`src/rtl/parking_pkg.sv`:
```
// Shared constants, count type and the hour-to-university-capacity table.
package parking_pkg;

  localparam int TOTAL_SPACES    = 700;
  localparam int CYCLES_PER_HOUR = 256;
  localparam int START_HOUR      = 8;

  // Occupancy/vacancy counts; pools never exceed 500 cars.
  typedef logic [8:0] count_t;

  // University pool capacity for a given hour of day.
  function automatic count_t uni_capacity(input logic [4:0] hour);
    count_t cap;
    cap = 9'd200;
    if (hour >= 5'd8 && hour <= 5'd12) cap = 9'd500;
    else if (hour == 5'd13)            cap = 9'd450;
    else if (hour == 5'd14)            cap = 9'd400;
    else if (hour == 5'd15)            cap = 9'd350;
    return cap;
  endfunction

endpackage

```
`src/rtl/parking_clock.sv`:
```
// Time-of-day keeper: counts cycles within an hour and advances the hour.
module parking_clock
  import parking_pkg::*;
#(
  parameter int CYCLES_PER_HOUR = parking_pkg::CYCLES_PER_HOUR,
  parameter int START_HOUR      = parking_pkg::START_HOUR
) (
  input  logic       clk,
  input  logic       reset,
  output logic [4:0] hour
);

  localparam int CW = (CYCLES_PER_HOUR > 1) ? $clog2(CYCLES_PER_HOUR) : 1;
  localparam logic [CW-1:0] CYC_LAST = CW'(CYCLES_PER_HOUR - 1);

  logic [CW-1:0] cycle_q, cycle_d;
  logic [4:0]    hour_q, hour_d;

  // Next cycle count and hour, wrapping 23 -> 0.
  always_comb begin
    cycle_d = cycle_q + CW'(1);
    hour_d  = hour_q;
    if (cycle_q == CYC_LAST) begin
      cycle_d = '0;
      hour_d  = (hour_q == 5'd23) ? '0 : hour_q + 5'd1;
    end
  end

  // Time registers; reset starts a new day.
  always_ff @(posedge clk) begin
    if (reset) begin
      cycle_q <= '0;
      hour_q  <= 5'(START_HOUR);
    end else begin
      cycle_q <= cycle_d;
      hour_q  <= hour_d;
    end
  end

  assign hour = hour_q;

endmodule

```
`src/rtl/parking.sv`:
```
// Parking lot controller: hour-dependent pool capacities, entry/exit
// accounting per pool, vacancy reporting and illegal-request flags.
module parking
  import parking_pkg::*;
#(
  parameter int CYCLES_PER_HOUR = parking_pkg::CYCLES_PER_HOUR,
  parameter int TOTAL_SPACES    = parking_pkg::TOTAL_SPACES,
  parameter int START_HOUR      = parking_pkg::START_HOUR
) (
  input  logic       clk,
  input  logic       reset,
  input  logic       car_entered,
  input  logic       is_uni_car_entered,
  input  logic       car_exited,
  input  logic       is_uni_car_exited,
  output logic [8:0] uni_parked_car,
  output logic [8:0] parked_car,
  output logic [8:0] uni_vacated_space,
  output logic [8:0] vacated_space,
  output logic       uni_is_vacated_space,
  output logic       is_vacated_space,
  output logic       illegal_enter,
  output logic       illegal_exit
);

  logic [4:0] hour;
  count_t     uni_cap, gen_cap;
  count_t     uni_q, uni_d, gen_q, gen_d;
  logic       ill_enter_q, ill_enter_d, ill_exit_q, ill_exit_d;
  logic       uni_in_ok, gen_in_ok, uni_out_ok, gen_out_ok;

  parking_clock #(
    .CYCLES_PER_HOUR(CYCLES_PER_HOUR),
    .START_HOUR     (START_HOUR)
  ) u_clock (
    .clk  (clk),
    .reset(reset),
    .hour (hour)
  );

  // Pool capacities for the current hour; general gets the remainder.
  always_comb begin
    uni_cap = uni_capacity(hour);
    gen_cap = count_t'(TOTAL_SPACES - int'(uni_cap));
  end

  // Entry and exit both judged on pre-cycle counts, then both applied.
  always_comb begin
    uni_in_ok   = car_entered &&  is_uni_car_entered && (uni_q < uni_cap);
    gen_in_ok   = car_entered && !is_uni_car_entered && (gen_q < gen_cap);
    uni_out_ok  = car_exited  &&  is_uni_car_exited  && (uni_q != '0);
    gen_out_ok  = car_exited  && !is_uni_car_exited  && (gen_q != '0);
    ill_enter_d = car_entered && !(uni_in_ok || gen_in_ok);
    ill_exit_d  = car_exited  && !(uni_out_ok || gen_out_ok);
    uni_d       = uni_q + count_t'(uni_in_ok) - count_t'(uni_out_ok);
    gen_d       = gen_q + count_t'(gen_in_ok) - count_t'(gen_out_ok);
  end

  // Occupancy counts and illegal-request flags.
  always_ff @(posedge clk) begin
    if (reset) begin
      uni_q       <= '0;
      gen_q       <= '0;
      ill_enter_q <= 1'b0;
      ill_exit_q  <= 1'b0;
    end else begin
      uni_q       <= uni_d;
      gen_q       <= gen_d;
      ill_enter_q <= ill_enter_d;
      ill_exit_q  <= ill_exit_d;
    end
  end

  // Vacancy saturates at zero when capacity drops below occupancy.
  always_comb begin
    uni_vacated_space = (uni_cap > uni_q) ? uni_cap - uni_q : '0;
    vacated_space     = (gen_cap > gen_q) ? gen_cap - gen_q : '0;
  end

  assign uni_parked_car       = uni_q;
  assign parked_car           = gen_q;
  assign uni_is_vacated_space = (uni_vacated_space != '0);
  assign is_vacated_space     = (vacated_space != '0);
  assign illegal_enter        = ill_enter_q;
  assign illegal_exit         = ill_exit_q;

endmodule

```
`config.mk`:
```
export PLATFORM = sky130hd
export DESIGN_NAME = parking
export DESIGN_NICKNAME = d
export VERILOG_FILES = /design/src/rtl/parking_pkg.sv /design/src/rtl/parking_clock.sv /design/src/rtl/parking.sv
export SDC_FILE = /design/constraint.sdc
export NUM_CORES = 1
export LEC_CHECK = 0
export CORE_ASPECT_RATIO = 0.5
export CORE_MARGIN = 2
export CORE_UTILIZATION = 55
export CTS_CLUSTER_DIAMETER = 80
export CTS_CLUSTER_SIZE = 25
export DETAILED_ROUTE_END_ITERATION = 6
export PLACE_DENSITY = 0.81
export SLEW_MARGIN = 0
export SYNTH_ARGS = -nofsm -noshare
export SYNTH_HDL_FRONTEND = slang
export SYNTH_SLANG_ARGS = --single-unit
```
`constraint.sdc`:
```
create_clock -name clk -period 5.6 [get_ports clk]
set_input_delay 1.68 -clock clk [delete_from_list [all_inputs] [get_ports clk]]
set_output_delay 1.68 -clock clk [all_outputs]
set_load 0.02 [all_outputs]
```
# == Yosys cells after proc, flatten, opt, wreduce, memory -nomap -nowiden ==
# Index checks and enable logic that the tools add are counted.
# totals
reg_bits,33
latchBits,0
ramBits,0
romBits,0
output_inout_bits,40
wordCells,55
n_memories,0
# classes
add_sub_neg,9
multipliers,0
div,0
order_cmp,6
n_eq_ne,5
n_shift,0
muxes,7
bitwise_logic,0
n_reduce_logical,22
# ops
op,count
$mux 9,6
$reduce_bool 9->1,4
$add 9x1->9,2
$gt 9x9->1,2
$lt 9x9->1,2
$sub 9x1->9,2
$sub 9x9->9,2
$eq 5x4->1 const B,3
$logic_and 1x1->1,11
$sub 8x9->9 const A,1
$add 8x1->8 const B,1
$eq 8x8->1 const B,1
$add 5x1->5 const B,1
$eq 5x5->1 const B,1
$ge 5x4->1 const B,1
$le 5x4->1 const B,1
$mux 5,1
$logic_not 1->1,4
$logic_or 1x1->1,2
$reduce_or 2->1,1

# == Depth between registers and ports, before layout ==
# logic_depth
ltp_word,11
depth_mapped,24

# == Modules after synthesis ==
# From an unflattened synthesis, not the netlist that was laid out.
# hier_totals
cells_unflattened,368
area_unflattened_um2,3004.1
# by_module_without_submodules
module,instances,cells_per_inst,area_each_um2,seq_area_each_um2
parking,1,302,2404.8,400.4
parking_clock,1,66,599.3,260.2

# == Worst setup path before layout ==
# Ideal clock, no wire load.
# synth_timing
path_kind,register to output
from,register u_clock.hour_q[0] (netlist: u_clock.hour[0])
to,output port is_vacated_space
t_arrival_ns,3.031
required_time_ns,3.920
setup_slack_ns,0.889
path_stages_with_launch,14
cell_sequence,dfxtp_1 > inv_1 > ha_1 > and3_1 > clkbuf_1 > nand2b_1 > a21oi_1 > ha_1 > nor2b_1 > o2111ai_1 > nand3_1 > xnor2_1 > and4b_1 > a41oi_1
# synth_via
elab_chain_len,9
elab_cells_between_ends,15
# synth_rtl
element,line_no,text
"start, declared",parking_clock.sv:17,"logic [4:0] hour_q, hour_d;"
"start signal, assigned",parking_clock.sv:33,hour_q <= 5'(START_HOUR);
"start signal, assigned",parking_clock.sv:36,hour_q <= hour_d;
$eq 5x4->1,parking_pkg.sv:18,else if (hour == 5'd15) cap = 9'd350;
$mux 9,parking_pkg.sv:18,
$mux 9,parking_pkg.sv:17,else if (hour == 5'd14) cap = 9'd400;
$mux 9,parking_pkg.sv:16,else if (hour == 5'd13) cap = 9'd450;
$mux 9 *,parking_pkg.sv:15,if (hour >= 5'd8 && hour <= 5'd12) cap = 9'd500;
$sub 8x9->9 *,parking.sv:44,gen_cap = count_t'(TOTAL_SPACES - int'(uni_cap));
$sub 9x9->9 / $gt 9x9->1 (equally long branches),parking.sv:77,vacated_space = (gen_cap > gen_q) ? gen_cap - gen_q : '0;
$mux 9 *,parking.sv:77,
$reduce_bool 9->1 *,parking.sv:83,assign is_vacated_space = (vacated_space != '0);
"end, declared",parking.sv:21,"output logic is_vacated_space,"
# Every way passes the cells marked *; elsewhere a longest branch is shown, timed or not.

# == Worst setup path after layout ==
# layout_timing
from,register u_clock.hour_q[1] (netlist: u_clock.hour[1])
to,output port vacated_space[8]
# layout_via
elab_chain_len,8
elab_cells_between_ends,14
# layout_rtl
element,line_no,text
$eq 5x4->1,parking_pkg.sv:18,
$mux 9,parking_pkg.sv:18,
$mux 9,parking_pkg.sv:17,
$mux 9,parking_pkg.sv:16,
$mux 9 *,parking_pkg.sv:15,
$sub 8x9->9 *,parking.sv:44,
$sub 9x9->9 / $gt 9x9->1 (equally long branches),parking.sv:77,
$mux 9 *,parking.sv:77,
"end, declared",parking.sv:19,"output logic [8:0] vacated_space,"
# Marked as above.

==> flow_summary.yaml <==
floorplanning:
  die_w_um: 107
  fp.dieArea_um2: 5960
  die_h_um: 55.6
  core_area_um2: 5020
  num_rows: 18
  io_pins: 46
  initial_utilization_pct: 58.3
finish:
  finalNetCount: 476
  design_area_um2: 3600
  drive_above_1_share_pct: 5.01
  syn_to_final_growth_pct: 22.8
  post-route-util_pct: 71.6
  antennaDiodeCount: 0
yosys:
  synth_top_family_by_area: "adder cells"
  synth_area_leaders: "dfxtp_1 (23%), ha_1 (20%), nor2_1 (6.0%), xnor2_1 (5.4%), inv_1 (5.0%)"
  netlist.area_leader.share_pct: 22.5
  synth_top_cell_by_area: "dfxtp_1"
  synthArstFlopShare_pct: 0
  synthMuxAreaShare_pct: 0.384
  ys_warn_count: 0
  synth_fp_nets: 427
  synth_edf_count: 0
  synth-simple-area-share_pct: 21.6
  ys_seq_area_share_pct: 22.5
  synth_most_common_cell: "ha_1"
  synth_xor_area_share_pct: 9.27
  syn_area_um2: 2930
  ys_ff_latch: 33
  synthAdderAreaFrac_pct: 23.2
  syn_inst: 369
  avgSynthCellArea_um2: 7.94
  synth-compound-area-share_pct: 17.3
  ys_types: 50
  synth_common_cells: "ha_1 (48), nor2_1 (47), inv_1 (39)"
  synthFlopType: "dfxtp_1"
placed_design:
  place_area_um2: 3460
  place_hpwl_mm: 5.94
  portBuffers: 45
  gp_congestion: 0.849
  pre_cts_ws_ns: 0.204
timing:
  slew_headroom_pct: 50.6
  fin_crit_sh_pct: 95.8
  timing.final.crit_period_ns: 5.36
  setup_ws_ns: 0.237
  finalSetupViolCount: 0
  fmax_ghz: 0.186
  tns_ns: 0
  max_slew.worst_pin.slew_ns: 0.722
  slew_viol_final: 0
  clock-skew-final_ns: 0.00700
  hold_viol_final: 0
  rsz0062_at_grt: "no"
  holdWs_ns: 0.464
clock_network:
  cts_root_buf: "clkbuf_8"
  clock-sinks: 33
  clk_pin_slew_ns: 0.06
  tritoncts: "done"
  cts_buffer_depth: 2
  cts_buffers: 5
  clk_latency_ns: 0.29
  cts_max_level: 2
global_route:
  grt_pass1_wl_mm: 12.1
  grt_overflow: 0
  track_usage_pct: 25.6
  grt_max_degree: 27
  antenna_found_initial: 0
  grt_pass1_vias: 2545
route:
  drt-wirelength-per-cell_um: 15.4
  drt_iter0_drc: 255
  vias: 2773
  viasPerCell: 5.67
  drt_wl_total_mm: 7.53
  drc: 0
  first_pass_iters: 4
  detail-route-antenna-nets: 0
critical_path:
  critPathKind: "reg -> out"
  path_max_fanout: 6
  worst_setup_path_end_kind: "output pin"
  critPathRequiredTime_ns: 3.92
  startpoint_type: "flip-flop"
  cp.arrival_ns: 3.68
hold_path:
  min_path_type: "reg -> reg"
status:
  status: "finished clean"
pwr:
  p_per_area_nw_per_um2: 641
  ir_drop_uv: 397
  p_leak_nw: 1.55
job:
  max_cap_violations: 0
[worst max-delay path: stages (launching register included)]
cell             delay [ns]
dfxtp_1                0.43
inv_1                  0.11
ha_1                   0.21
nand3_1                0.19
nand2_1                0.14
or3_1                  0.34
ha_1                   0.38
o21ai_1                0.23
nor3_1                 0.07
a311o_1                0.27
a21oi_1                0.21
xor2_1                 0.12
nor2_1                 0.10
clkdlybuf4s50_1        0.60
[area by class of cell]
type,count,area [µm²]
Clock buffer,7,96.3
Clock inverter,1,5.00
Tap cell,70,87.6
Fill cell,415,1420
Multi-Input combinational cell,293,2140
Sequential cell,33,662
Inverter,39,146
Timing Repair Buffer,46,463
[path summary, 6_finish.rpt]
| path | start | to | slack [ns] | cells after the start |
|---|---|---|---|---|
| max | u_clock.hour[1] | vacated_space[8] | 0.24 | 13 |
| min | u_clock.cycle_q[0] | u_clock.cycle_q[0] | 0.46 | 1 |
| max reg2reg | u_clock.hour[1] | parked_car[8] | 0.42 | 23 |
| min reg2reg | u_clock.cycle_q[0] | u_clock.cycle_q[0] | 0.46 | 1 |
[logic make-up after synthesis]
kind of cell | Yosys count
simple gates | 131
xor+xnor | 31
fa+ha+maj | 52
mux | 1
buf+inv | 44
flops | 33
compound gates | 77
[sequential cells by signal (all words and copies together) (netlist names)]
name and flops:
u_clock.cycle_q 8, parked_car 9, uni_parked_car 9, u_clock.hour 5, illegal_exit 1, illegal_enter 1
[cell usage in the layout, fill, tap and decap left out, types with 2 or more instances in the layout]
cell / count
xnor2_1: 18
dfxtp_1: 32
nor4_1: 2
and3_1: 7
ha_1: 48
nand4_1: 4
inv_1: 39
nor3_1: 11
o21a_1: 2
xor2_1: 13
o31ai_1: 2
o22ai_1: 2
a311o_1: 2
nor2b_1: 5
and2_1: 3
fa_1: 4
nand2b_1: 6
a21oi_1: 22
nand3_1: 12
or3_1: 3
o21ai_0: 10
o211ai_1: 2
clkbuf_8: 7
dlymetal6s2s_1: 2
a2111oi_0: 2
nor2_1: 47
nand2_1: 22
o21bai_1: 5
a21oi_2: 2
a21o_1: 9
o21ai_1: 4
clkdlybuf4s50_1: 43
o21a_2: 2
[where the power goes]
part           switching, mW  total (mW)  leakage (nW)  internal [mW]
Combinational          0.965        1.75          1.22          0.785
Sequential            0.0614       0.358         0.272          0.297
Clock                 0.0881       0.199        0.0542          0.111
[timing repair]
| item | in CTS | in global routing |
|---|---|---|
| pin swaps | 0 | 1 |
| hold buffers | 0 | 0 |
| cloned | 0 | 1 |
| setup buffers | 0 | 0 |
| endpoints found under the setup margin | 10 | 14 |
| gates resized for setup | 1 | 11 |
[metal layers]
metal / GRT usage (%) / up-vias / wire length (µm)
li1: - / 1379 / -
met1: 36.9 / 1299 / 3670
met2: 37.3 / 85 / 3260
met3: 5.74 / 10 / 507
met4: 9.46 / 0 / 101
met5: 0 / - / 0
[per-stage QoR]
step           power (mW)  std cells
3_3_place_gp         2.02        480
5_1_grt              2.49        489
3_5_place_dp         2.07        480
6_report             2.31        489
4_1_cts              2.28        488
2_1_floorplan        1.50        369
Power figures use the tool's default switching activity.
